$ cat src/rtl/apbtoahb_pkg.sv
// Shared encodings for the APB-to-AHB bridge: FSM states and fixed AHB control values.
`timescale 1ns/1ps
package apbtoahb_pkg;

    typedef enum logic [1:0] {
        IDLE = 2'd0,
        ADDR = 2'd1,
        DATA = 2'd2,
        DONE = 2'd3
    } state_t;

    localparam logic [1:0] HTRANS_IDLE   = 2'b00;
    localparam logic [1:0] HTRANS_NONSEQ = 2'b10;

    localparam logic [2:0] HSIZE_WORD    = 3'b010;
    localparam logic [2:0] HBURST_SINGLE = 3'b000;
    localparam logic [3:0] HPROT_DEFAULT = 4'b0011;

endpackage

$ cat src/rtl/apbtoahb_wdog.sv
// Wait-state watchdog: counts consecutive HREADY-low cycles of an AHB transfer and
// flags expiry on the cycle the count reaches TIMEOUT_CYCLES.
`timescale 1ns/1ps
module apbtoahb_wdog
    import apbtoahb_pkg::*;
#(
    parameter int TIMEOUT_CYCLES = 255
) (
    input  logic HCLK,
    input  logic HRESETN,
    input  logic enable,
    input  logic hready,
    input  logic clear,
    output logic expired
);

    localparam logic [7:0] LAST_WAIT = 8'(TIMEOUT_CYCLES - 1);

    logic [7:0] count;

    always_ff @(posedge HCLK or negedge HRESETN) begin
        if (!HRESETN) begin
            count <= '0;
        end else if (clear || !enable || hready) begin
            count <= '0;
        end else begin
            count <= count + 8'd1;
        end
    end

    // Combinational so the FSM leaves on the same edge the count reaches the limit.
    assign expired = enable && !hready && (count == LAST_WAIT);

endmodule

$ cat src/rtl/apb_to_ahb_bridge.sv
// APB3 completer that turns each APB access into one single-beat AHB-Lite transfer.
// Optional wait-state timeout is enabled with macro APBTOAHB_TIMEOUT_EN.
`timescale 1ns/1ps
module apb_to_ahb_bridge
    import apbtoahb_pkg::*;
#(
    parameter int TPD            = 1,
    parameter int TIMEOUT_CYCLES = 255
) (
    input  logic        HCLK,
    input  logic        HRESETN,
    input  logic        PSEL,
    input  logic        PENABLE,
    input  logic        PWRITE,
    input  logic [31:0] PADDR,
    input  logic [31:0] PWDATA,
    output logic [31:0] PRDATA,
    output logic        PREADY,
    output logic        PSLVERR,
    output logic [31:0] HADDR,
    output logic [1:0]  HTRANS,
    output logic        HWRITE,
    output logic [2:0]  HSIZE,
    output logic [2:0]  HBURST,
    output logic        HMASTLOCK,
    output logic [3:0]  HPROT,
    output logic [31:0] HWDATA,
    input  logic [31:0] HRDATA,
    input  logic        HREADY,
    input  logic        HRESP
);

    state_t      state;
    logic [31:0] haddr_q;
    logic [1:0]  htrans_q;
    logic        hwrite_q;
    logic [31:0] hwdata_q;
    logic [31:0] wdata_q;
    logic [31:0] prdata_q;
    logic        pready_q;
    logic        pslverr_q;
    logic        err_q;
    logic        timeout;

`ifdef APBTOAHB_TIMEOUT_EN
    apbtoahb_wdog #(
        .TIMEOUT_CYCLES (TIMEOUT_CYCLES)
    ) u_wdog (
        .HCLK    (HCLK),
        .HRESETN (HRESETN),
        .enable  ((state == ADDR) || (state == DATA)),
        .hready  (HREADY),
        .clear   (state == IDLE),
        .expired (timeout)
    );
`else
    assign timeout = 1'b0;
`endif

    always_ff @(posedge HCLK or negedge HRESETN) begin
        // NOTE: every register, including the write-data holding register, is reset so
        // the bus outputs are defined the instant HRESETN falls, even mid-transfer.
        if (!HRESETN) begin
            state     <= IDLE;
            haddr_q   <= '0;
            htrans_q  <= HTRANS_IDLE;
            hwrite_q  <= 1'b0;
            hwdata_q  <= '0;
            wdata_q   <= '0;
            prdata_q  <= '0;
            pready_q  <= 1'b0;
            pslverr_q <= 1'b0;
            err_q     <= 1'b0;
        end else begin
            // NOTE: non-blocking assignments keep every register sampling pre-edge values.
            case (state)
                IDLE: begin
                    if (PSEL && !PENABLE) begin
                        haddr_q  <= PADDR;
                        hwrite_q <= PWRITE;
                        wdata_q  <= PWDATA;
                        err_q    <= 1'b0;
                        htrans_q <= HTRANS_NONSEQ;
                        state    <= ADDR;
                    end
                end
                ADDR: begin
                    if (HREADY) begin
                        htrans_q <= HTRANS_IDLE;
                        hwdata_q <= wdata_q;
                        state    <= DATA;
                    end else if (timeout) begin
                        htrans_q  <= HTRANS_IDLE;
                        err_q     <= 1'b1;
                        pready_q  <= 1'b1;
                        pslverr_q <= 1'b1;
                        state     <= DONE;
                    end
                end
                DATA: begin
                    // The first cycle of a two-cycle ERROR response arrives with HREADY low.
                    if (HRESP) begin
                        err_q <= 1'b1;
                    end
                    if (HREADY) begin
                        if (!HRESP && !hwrite_q) begin
                            prdata_q <= HRDATA;
                        end
                        pready_q  <= 1'b1;
                        pslverr_q <= err_q || HRESP;
                        state     <= DONE;
                    end else if (timeout) begin
                        err_q     <= 1'b1;
                        pready_q  <= 1'b1;
                        pslverr_q <= 1'b1;
                        state     <= DONE;
                    end
                end
                DONE: begin
                    pready_q  <= 1'b0;
                    pslverr_q <= 1'b0;
                    state     <= IDLE;
                end
                default: state <= IDLE;
            endcase
        end
    end

    assign #TPD PRDATA    = prdata_q;
    assign #TPD PREADY    = pready_q;
    assign #TPD PSLVERR   = pslverr_q;
    assign #TPD HADDR     = haddr_q;
    assign #TPD HTRANS    = htrans_q;
    assign #TPD HWRITE    = hwrite_q;
    assign #TPD HWDATA    = hwdata_q;
    assign #TPD HSIZE     = HSIZE_WORD;
    assign #TPD HBURST    = HBURST_SINGLE;
    assign #TPD HMASTLOCK = 1'b0;
    assign #TPD HPROT     = HPROT_DEFAULT;

endmodule

$ cat config.mk
export PLATFORM = sky130hd
export DESIGN_NAME = apb_to_ahb_bridge
export DESIGN_NICKNAME = d
export VERILOG_FILES = /design/src/rtl/apbtoahb_pkg.sv /design/src/rtl/apbtoahb_wdog.sv /design/src/rtl/apb_to_ahb_bridge.sv
export SDC_FILE = /design/constraint.sdc
export NUM_CORES = 1
export LEC_CHECK = 0
export BUFFER_PORTS_ARGS = -buffer_cell sky130_fd_sc_hd__buf_2
export CAP_MARGIN = 10
export CORE_MARGIN = 2
export CORE_UTILIZATION = 45
export CTS_BUF_LIST = sky130_fd_sc_hd__clkbuf_4
export CTS_CLUSTER_DIAMETER = 150
export DETAILED_ROUTE_END_ITERATION = 8
export PLACE_DENSITY = 0.78
export SLEW_MARGIN = 20
export SYNTH_ARGS = -nofsm -noshare
export SYNTH_HDL_FRONTEND = slang
export SYNTH_SLANG_ARGS = --single-unit --ignore-timing --ignore-initial --compat-mode --unroll-limit 50000
$ cat constraint.sdc
create_clock -name HCLK -period 1.8 [get_ports HCLK]
set_input_delay 0.36 -clock HCLK [delete_from_list [all_inputs] [get_ports HCLK]]
set_output_delay 0.36 -clock HCLK [all_outputs]
set_load 0.01 [all_outputs]
-- Word-level counts from Yosys, hierarchy flattened
Index checks and enable logic that the tools add are counted.
- flip-flop bits (word level): 136
- output and inout port bits: 112
- logic and storage cells: 48
- mux-type cells: 14
- reductions and logical operators: 17
- equal/unequal tests: 7
- operators by type and width (cell ; number):
    3-bit AND reduction ; 4
    2-bit 2-to-1 mux ; 5
    2-bit inequality test, second input constant ; 4
    2-bit case mux with 4 select lines ; 1
    1-bit case mux with 2 select lines ; 3
    2-bit AND reduction ; 3
    2-bit nonzero test ; 3
    2-bit equality test, second input constant ; 2
    1-bit 2-to-1 mux ; 4
    2-bit case mux with 2 select lines ; 1
    1-bit zero test ; 3
    2-bit by 1-bit equality test with 1-bit output, second input constant ; 1
    1-bit logical AND ; 2
    2-bit zero test ; 1
    1-bit logical OR ; 1

-- Longest topological paths before layout
Gate-level depths: netlist (run 1).
- word-level depth: 4
- depth in mapped cells: 6
- mapped depth without buffers: 5

-- Least setup slack after synthesis (run 1)
Ideal clock, no wire load.
- path kind: reg-to-reg
- start: register state[0]
- end: register prdata_q[10], in the netlist PRDATA[10]
- buffers on the path: 1
- library setup time: 0.125 ns
- setup slack: -0.036 ns
- arrival: 1.711 ns
- required time: 1.675 ns
- clock period less this slack: 1.836 ns
- cell stages (with the launch flop): 7
- path through: dfrtp_1 inv_1 ha_1 inv_2 nor4_4 buf_6 mux2_2
- longest elaborated chain between the ends: 2
- ends and longest elaborated chain (item ; RTL line ; RTL):
    from (decl) ; apb_to_ahb_bridge.sv:33 ; state_t state;
    from (signal assigned) ; apb_to_ahb_bridge.sv:64 ; state <= IDLE;
    from (signal assigned) ; apb_to_ahb_bridge.sv:84 ; state <= ADDR;
    from (signal assigned) ; apb_to_ahb_bridge.sv:91 ; state <= DATA;
    2-bit equality test ; apb_to_ahb_bridge.sv:76 ; case (state)
    3-bit AND reduction (no line) ; n/a ;
    to (signal assigned) ; apb_to_ahb_bridge.sv:70 ; prdata_q <= '0;
    to (signal assigned) ; apb_to_ahb_bridge.sv:107 ; prdata_q <= HRDATA;
    to (decl) ; apb_to_ahb_bridge.sv:39 ; logic [31:0] prdata_q;
No other way between the ends.
A chain may end at the register's enable or synchronous reset.

-- Worst setup path in the final report (run 1)
- start: register state[1]
- end: register wdata_q[23]
- longest elaborated chain between the ends: 2
- ends and longest elaborated chain (item ; RTL line ; RTL):
    2-bit zero test ; apb_to_ahb_bridge.sv:76 ;
    2-bit AND reduction (no line) ; n/a ;
    to (signal assigned) ; apb_to_ahb_bridge.sv:69 ; wdata_q <= '0;
    to (signal assigned) ; apb_to_ahb_bridge.sv:81 ; wdata_q <= PWDATA;
    to (decl) ; apb_to_ahb_bridge.sv:38 ; logic [31:0] wdata_q;
No other way between the ends.

==> results of run 1 <==
==> sequential cells by signal, indices dropped and copies added, names as in the netlist <==
signal and flops:
HTRANS 1, PSLVERR 1, HWRITE 1, wdata_q 32, PREADY 1, PRDATA 32
HADDR 32, HWDATA 32, state 2, err_q 1
==> area by class of cell <==
class,count,share of cell area
clock buffer,18,0.0185
tap,143,0.0245
timing repair buffer,266,0.237
sequential,135,0.462
inverter,6,0.00308
clock inverter,14,0.0183
multi-input combinational,169,0.237
==> worst min path at each step <==
stage,startpoint,endpoint,slack (ps),cells after the start
after floorplan,HRESETN,HADDR[0]$_DFFE_PN0P_,60,0
after global placement,HRESETN,HWDATA[10]$_DFFE_PN0P_,270,1
after detailed placement,HRESETN,wdata_q[10]$_DFFE_PN0P_,270,1
after CTS,HRDATA[3],PRDATA[3]$_DFFE_PN0P_,0.6,2
after global routing,PWDATA[27],wdata_q[27]$_DFFE_PN0P_,-6,2
final,PADDR[7],HADDR[7]$_DFFE_PN0P_,60,2
==> cell usage in the layout, fill, tap and decap left out, drive strengths merged, types with 2 or more instances in the layout <==
cell type | netlist | routed
a21oi | 3 | 3
conb | 2 | 12
buf | 25 | 213
nand2 | 4 | 4
ha | 5 | 5
bufinv | 0 | 2
mux2 | 130 | 130
inv | 6 | 7
dfrtp | 135 | 135
dlygate4sd3 | 0 | 52
a2bb2oi | 2 | 2
clkbuf | 0 | 19
clkinv | 0 | 8
clkinvlp | 0 | 3
==> synthesized netlist by cell type (2+ instances only) <==
| cell | count |
|---|---|
| nand2_1 | 4 |
| mux2_2 | 126 |
| buf_2 | 10 |
| buf_4 | 12 |
| inv_1 | 4 |
| dfrtp_1 | 135 |
| conb_1 | 2 |
| buf_6 | 3 |
| mux2_1 | 4 |
| ha_1 | 5 |
| a21oi_1 | 3 |
| a2bb2oi_1 | 2 |
| inv_2 | 2 |
==> metrics by stage <==
stage | hold WS (ps) | area (um^2) | utilization | total power [mW]
after floorplan | 64.4 | 5300 | - | 7.82
after global placement | 266 | 6460 | 0.566 | 9.42
after detailed placement | 269 | 6460 | 0.566 | 9.68
after CTS | 0.621 | 7090 | 0.621 | 11.7
after global routing | -6.35 | 7310 | 0.640 | 12.4
final | 56.8 | 7310 | 0.640 | 11.6
==> routing by layer <==
metal | vias up | routed length, um | GRT usage
met5 | - | 0 | 0
met4 | 0 | 265 | 0.0797
met3 | 20 | 807 | 0.0632
met2 | 148 | 5990 | 0.309
met1 | 1766 | 4450 | 0.210
li1 | 1654 | - | -
==> power by group <==
| group | internal (mW) | switching (mW) |
|---|---|---|
| Combinational | 2.46 | 1.95 |
| Sequential | 4.54 | 0.753 |
| Clock | 0.823 | 1.07 |
==> kinds of logic after synthesis <==
kind of cell	count (synthesis)	synth area share
DFF	135	0.642
other	2	0.00143
AOI/OAI and AO/OA	12	0.0164
buffers and inverters	31	0.0373
adders and majority gates	5	0.0119
muxes	130	0.278
and+or+nand+nor	10	0.0124
==> what timing repair did <==
item                                    CTS  global route
endpoints found under the hold margin    67            16
cloned                                    0             1
pin swaps                                 1             1
setup buffers                             0             2
gates resized for setup                   0             1
hold buffers                             36            16
endpoints found under the setup margin    1            94
==> worst max-delay path, cell delays in order, from the launching register on <==
cell	delay [ps]
dfrtp_1	410
inv_1	100
ha_1	250
nand3b_1	170
buf_12	140
buf_12	190
mux2_2	350
==> out/metrics.yaml, run 1 <==
status: "completed"
setup_violations: 0
worstSetupPathType: "reg2reg"
coreArea_um2: 11400
start_util: 0.461
grt_util_all_layers: 0.182
grt_max_degree: 53
dp_hpwl_mm: 7.69
rrSetupSlack_ps: 60
timing.rr.end: "wdata_q[23]$_DFFE_PN0P_"
hold_viol: 0
antenna_cells: 0
drt_iter0_drc: 159
cts_root_buffer: "clkbuf_4"
setup_slack_ps: 62.0
dieWidth_um: 112
synth.area.top_cells: "dfrtp_1, mux2_2, buf_4"
slew_viol_final: 0
seqCellArea_um2: 3380
rr_startpoint: "state[1]$_DFFE_PN0P_"
syn_inst: 325
worst-r2r-cell-count: 6
vias_per_cell: 4.78
cts_max_path_buffers: 2
antenna_found_initial: 0
hold_path.class: "in2reg"
syn_area_per_cell_um2: 16.2
die_area_um2: 12600
cts_num_sinks: 135
p_leak_nw: 3.63
cts_made_buffers: 17
htreeDepth: 4
synth_edf_count: 0
synth_seq_cells: 135
maxCapViolations: 0
max_freq_mhz: 575
synth_top_flop_cell: "dfrtp_1"
fill_cells: 833
post-route-min-period_ps: 1740
ys_seq_area_frac: 0.642
critPathRequiredTime_ps: 2210
rows: 39
grt_pass1_wl_mm: 17.8
startpoint_type: "flop"
dp.cells: 664
p_per_area_nw_per_um2: 1590
async_reset_ff_frac: 1.00
worstSetupEndpoint: "wdata_q[23]$_DFFE_PN0P_"
cp.arrival_ps: 2150
instances_no_fill: 751
synth.largest_area_cell: "dfrtp_1"
grt.overflow.total: 0
cp_max_fo: 29
finalNetCount: 703
die_y_um: 112
place.gp.congestion: 0.764
startpoint: "state[1]$_DFFE_PN0P_"
drive_gt1_frac: 0.618
ios: 215
period_share: 0.966
endpoint_kind: "flop"
pre_cts_slack_ps: 25.5
cts_tree: "yes"
portBuffers: 202
drc: 0
drt-total-wl_mm: 11.5
syn2layout_area_growth_pct: 39.0
routedWlPerCell_um: 15.3
drt-pass1-iter-count: 4
clkSlewWorstSetupHoldPaths_ps: 110
synth_top_area_frac: 0.642
clkLatencyLatePin_ps: 530
synthesis.area_um2: 5260
finClkSkew_ps: 11.3
final_antenna_net_count: 0
peakVddDrop_mv: 0.884
ys_warn_count: 0
via_count: 3588
multiInputGateArea_um2: 1730
grt_pass1_vias: 3639
yosysUniqueCellTypes: 26
setup-tns-final_ps: 0
(Power assumes the default switching activity.)
==> run 2, diff against run 1 <==
Settings changed: SYNTH_HIERARCHICAL set to 1.
Clock period 1.8 ns to 1.5 ns, I/O delays scaled along.
==> run 2 against run 1 <==
  * Power rose by 25%
  * Wire length up 13%
  * Area after synthesis unchanged
  * Die area did not move
  * Sequential power up 21%
  * Sequential share of layout area shrank 3.8 points
  * Via count is 7.7% higher
  * The run now ends with negative setup slack left
  * Critical endpoint is now PRDATA[2]$_DFFE_PN0P_
  * Non-clock buffer count rose by 67
  * Clock power increased by 19%
==> out/metrics.yaml, run 2 <==
status: "complete, but fails checks"
violations: "negative setup slack"
worst-r2r-cell-count: 6
instances_no_fill: 818
start_util: 0.461
grt_use_met3: 0.0734
synth_edf_count: 0
drive_gt1_frac: 0.591
crit_family: "buffers and inverters"
routedWlPerCell_um: 15.9
antenna_cells: 0
setup_violations: 119
dp_hpwl_mm: 8.13
syn_inst: 325
fill_cells: 798
synth_commonest_cells: "dfrtp_1, mux2_2, buf_4"
critPathRequiredTime_ps: 1920
seqCellArea_um2: 3380
hold_path.class: "in2reg"
grt_use_met2: 0.374
ios: 215
slew_viol_final: 0
drt-total-wl_mm: 13.0
place.gp.congestion: 0.774
grt_use_met1: 0.232
path_cells: "buf_4 > ha_4 > inv_4 > nor4_4 > buf_12 > mux2_2"
cp_num_buf_inv: 3
cts_root_buffer: "clkbuf_4"
antenna_found_initial: 0
hold_viol: 0
yosysUniqueCellTypes: 26
cts_max_path_buffers: 2
finalNetCount: 770
setup_slack_ps: -145
post-route-min-period_ps: 1640
finClkSkew_ps: 18.3
dp.cells: 681
peakVddDrop_mv: 1.19
grt_pass1_wl_mm: 20.5
portBuffers: 202
cp_slowest_stage_delay_ps: 380
path_depth: 6
multiInputGateArea_um2: 1750
final_antenna_net_count: 0
cts_tree: "yes"
die_y_um: 112
rsz0062_at_grt: "yes"
grt.overflow.total: 0
async_reset_ff_frac: 1.00
period_share: 1.10
synth_top_area_frac: 0.642
p_leak_nw: 3.94
synth_top_flop_cell: "dfrtp_1"
synth.largest_area_cell: "dfrtp_1"
cts_num_sinks: 135
ys_seq_area_frac: 0.642
final_cell_mix: "buf_2, dfrtp_1, mux2_2"
yosysMostFrequentCell: "dfrtp_1"
synth.area.top_cells: "dfrtp_1, mux2_2, buf_4"
die_area_um2: 12600
grt_pass1_vias: 4210
clkLatencyLatePin_ps: 550
cp_max_fo: 32
coreArea_um2: 11400
drt_iter0_drc: 89
final_common_cell: "buf_2"
endpoint_kind: "flop"
startpoint: "state[1]$_DFFE_PN0P_"
synthesis.area_um2: 5260
top_usage_layer: "met2"
pre_cts_slack_ps: -159
dieWidth_um: 112
crit_path_top_delay_cell: "dfrtp_1"
min-delay-start: "PSEL"
grt_util_all_layers: 0.209
via_count: 3865
syn2layout_area_growth_pct: 51.5
cts_made_buffers: 17
drc: 0
worstSetupPathType: "reg2reg"
synth_seq_cells: 135
maxCapViolations: 0
clkSlewWorstSetupHoldPaths_ps: 120
cp.arrival_ps: 2070
startpoint_type: "flop"
max_freq_mhz: 608
vias_per_cell: 4.72
htreeDepth: 4
syn_area_per_cell_um2: 16.2
p_per_area_nw_per_um2: 1820
rows: 39
drt-pass1-iter-count: 5
rr_startpoint: "state[1]$_DFFE_PN0P_"
grt_max_degree: 50
min_path_cells: 4
ys_warn_count: 6
## run 2: cell counts after synthesis
Identical to the previous run, type by type.
## run 2: logic make-up (layout without fill, tap and decap cells)
group,after synthesis,count (layout),share of synthesized area
adder cells (fa/ha/maj),5,5,0.0119
multiplexers,130,130,0.278
buffers and inverters,31,371,0.0373
AO/OA/AOI/OAI,12,12,0.0164
AND/OR/NAND/NOR,10,10,0.0124
other,2,12,0.00143
flip-flops,135,135,0.642
## run 2: cell type report
type	instances	area share
sequential	135	0.424
timing repair buffer	333	0.298
multi-input combinational	169	0.220
tap	143	0.0225
clock buffer	20	0.0188
clock inverter	12	0.0138
inverter	6	0.00314
## run 2: stage by stage
step	hold WS [ps]	utilization	power, mW	cell area, um^2	setup TNS [ps]
2_1_floorplan	4.41	-	9.43	5340	-7500
3_3_place_gp	261	0.577	11.5	6590	-10820
3_5_place_dp	272	0.577	11.8	6590	-15850
4_1_cts	93.7	0.691	14.4	7890	-12180
5_1_grt	107	0.698	15.4	7970	-20580
6_report	143	0.698	14.5	7970	-11610
## run 2: worst reg2reg max path, stage by stage (launching register included)
cell	delay, ps
dfrtp_1	380
buf_4	130
ha_4	160
inv_4	40
nor4_4	180
buf_12	250
mux2_2	390
## run 2: report_power, final
part	switching (mW)	internal (mW)
clock network	1.24	1.01
registers	0.950	5.46
logic	2.55	3.29
total	4.74	9.75
## run 2: layer usage
layer / part of all wire / vias to the layer above
li1: - / 1788
met3: 0.065 / 19
met4: 0.018 / 0
met2: 0.53 / 150
met1: 0.38 / 1908
met5: 0 / -
## run 2: what timing repair did
action	in CTS	in global routing
endpoints found under the hold margin	138	0
gates cloned	1	2
buffers inserted	2	2
gates resized for setup	12	6
endpoints found under the setup margin	132	134
pin swaps	2	1
hold buffers	98	0
## run 2: path summary, 6_finish.rpt
check,to,slack [ps]
worst min register to register,HWDATA[24]$_DFFE_PN0P_,510
min in group asynchronous,HWDATA[17]$_DFFE_PN0P_,250
max in group asynchronous,PRDATA[28]$_DFFE_PN0P_,700
worst max register to register,PRDATA[2]$_DFFE_PN0P_,-140
worst min-delay path,state[0]$_DFFE_PN0P_,140
worst max-delay path,PRDATA[2]$_DFFE_PN0P_,-140
==> run 3, diff against run 2 <==
Settings changed: ABC_AREA set to 1, CORE_UTILIZATION 45 to 51, PLACE_DENSITY 0.78 to 0.83.
Clock period 1.5 ns to 1.6 ns, I/O delays scaled along.
==> run 3 against run 2 <==
  * The flow now finishes without violations
  * Highest routed layer unchanged
  * Critical endpoint is now PRDATA[16]$_DFFE_PN0P_
  * Cell count increased by 20%
  * Core utilization shrank 4.2 points
  * Critical path depth up 2
  * Via count is 27% higher
==> out/metrics.yaml, run 3 <==
cts_setup_buffers: 0
ios: 215
cts_made_buffers: 17
cts_root_buffer: "clkbuf_4"
peakVddDrop_mv: 0.739
place.gp.congestion: 0.870
cp_max_fo: 32
synth.area.top_cells: "dfrtp_1, nand2_1, nand3_1"
slew_viol_final: 0
final_util: 0.656
routedWlPerCell_um: 13.7
yosysMostFrequentCell: "nand2_1"
clkSlewWorstSetupHoldPaths_ps: 130
grt_pass1_wl_mm: 21.6
cp.arrival_ps: 1840
synth-simple-area-share: 0.311
syn2layout_area_growth_pct: 26.4
rows: 38
antenna_found_initial: 1
portBuffers: 202
synthXorXnorAreaFrac: 0
grt_util_all_layers: 0.235
dp_hpwl_mm: 9.23
hold_viol: 0
status: "completed"
rr_startpoint: "state[0]$_DFFE_PN0P_"
drive_gt1_frac: 0.312
cts_max_path_buffers: 2
drt-total-wl_mm: 13.5
synthAdderAreaFrac: 0.0112
synth_commonest_cells: "nand2_1, dfrtp_1, nand3_1"
p_per_area_nw_per_um2: 1880
p_leak_nw: 4.14
die_y_um: 109
rsz0062_at_grt: "no"
muxShareOfSynthArea: 0
final_antenna_net_count: 0
cts_num_sinks: 135
critPathRequiredTime_ps: 1980
worstSetupPathType: "reg2reg"
ys_seq_area_frac: 0.603
clkLatencyLatePin_ps: 500
vias_per_cell: 4.98
max-slew-margin-rel: 0.639
post-route-min-period_ps: 1460
ys_warn_count: 6
drc: 0
htreeDepth: 4
coreArea_um2: 10800
pre_cts_slack_ps: 56.6
finClkSkew_ps: 22.4
setup_violations: 0
yosysUniqueCellTypes: 17
tightest_slew_ps: 541
drt_iter0_drc: 352
min-delay-start: "HRDATA[17]"
grt.overflow.total: 0
start_util: 0.519
drt-pass1-iter-count: 5
die_area_um2: 11800
path_cells: "inv_1 > ha_2 > nand2_2 > inv_2 > nand2_2 > buf_6 > nand2_1 > nand2_1"
startpoint_type: "flop"
grt_max_degree: 101
async_reset_ff_frac: 1.00
synth_top_area_frac: 0.603
synth_compound_area_frac: 0.00447
setup_slack_ps: 138
place_area_um2: 6670
max_freq_mhz: 684
syn_area_per_cell_um2: 8.95
synth.largest_area_cell: "dfrtp_1"
grt_pass1_vias: 4575
final_cell_mix: "nand2_1, buf_2, dfrtp_1, nand3_1, clkbuf_4"
synth_seq_cells: 135
finalNetCount: 936
cp_slowest_stage_delay_ps: 420
period_share: 0.914
crit_path_top_delay_cell: "dfrtp_1"
synth_top_flop_cell: "dfrtp_1"
synth_edf_count: 0
setup-tns-final_ps: 0
fin_area_um2: 7080
final_common_cell: "nand2_1"
cts_tree: "yes"
dieWidth_um: 109
finalPower_mw: 13.3
synthesis.area_um2: 5600
startpoint: "state[0]$_DFFE_PN0P_"
via_count: 4895
hold_path.class: "in2reg"
syn_inst: 626
maxCapViolations: 0
endpoint_kind: "flop"
synth_top_family_by_area: "simple AND/OR/NAND/NOR gates"
-- run 3: repair_timing --
action                                  in CTS  in global routing
resized for setup                            0                  5
endpoints found under the setup margin       0                 33
hold buffers                                 4                  2
endpoints found under the hold margin      138                  2
-- run 3: path summary, 6_finish.rpt --
path	to	cells after the start	slack, ps
max reg2reg	PRDATA[16]$_DFFE_PN0P_	8	140
min	PRDATA[17]$_DFFE_PN0P_	3	40
max	PRDATA[16]$_DFFE_PN0P_	8	140
max in group asynchronous	state[0]$_DFFE_PN0P_	3	750
min in group asynchronous	HADDR[31]$_DFFE_PN0P_	3	390
min reg2reg	HADDR[3]$_DFFE_PN0P_	2	480
-- run 3: report_power, final --
part           switching, mW  total, mW  internal [mW]  leakage (nW)
clock                   1.26       2.54           1.28         0.177
combinational           3.07       5.02           1.95          2.26
sequential             0.820       5.79           4.97          1.70
-- run 3: metrics by stage --
step                hold slack, ps  std cells
global route                0.0122        982
floorplan                     24.4        636
finish                        40.0        983
detailed placement             390        943
global placement               385        943
CTS                           1.45        979
-- run 3: logic make-up (layout without fill, tap and decap cells) --
family          count (synthesis)  in the layout
simple gates                  417            417
flops                         135            135
buf+inv                        62            267
fa+ha+maj                       5              5
compound gates                  5              5
other cells                     2             14
-- run 3: worst max-delay path, delay by kind of cell, from the launching register on --
kind,cells,cell delay [ps]
fa+ha+maj,1,240
flops,1,420
buf+inv,3,380
simple gates,4,300
-- run 3: area by class of cell --
type | count | area (um^2)
Clock buffer | 18 | 135
Fill cell | 915 | 3710
Tap cell | 140 | 175
Timing Repair Buffer | 227 | 1270
Sequential cell | 135 | 3380
Multi-Input combinational cell | 439 | 1890
Inverter | 8 | 30.0
Antenna cell | 2 | 5.00
Clock inverter | 14 | 196
-- run 3: routing by layer --
layer	vias to the layer above	track usage	wire length, um
met3	21	0.0514	872
met1	2294	0.295	5510
met2	196	0.397	6860
met5	-	0	0
li1	2384	-	-
met4	0	0.0897	258
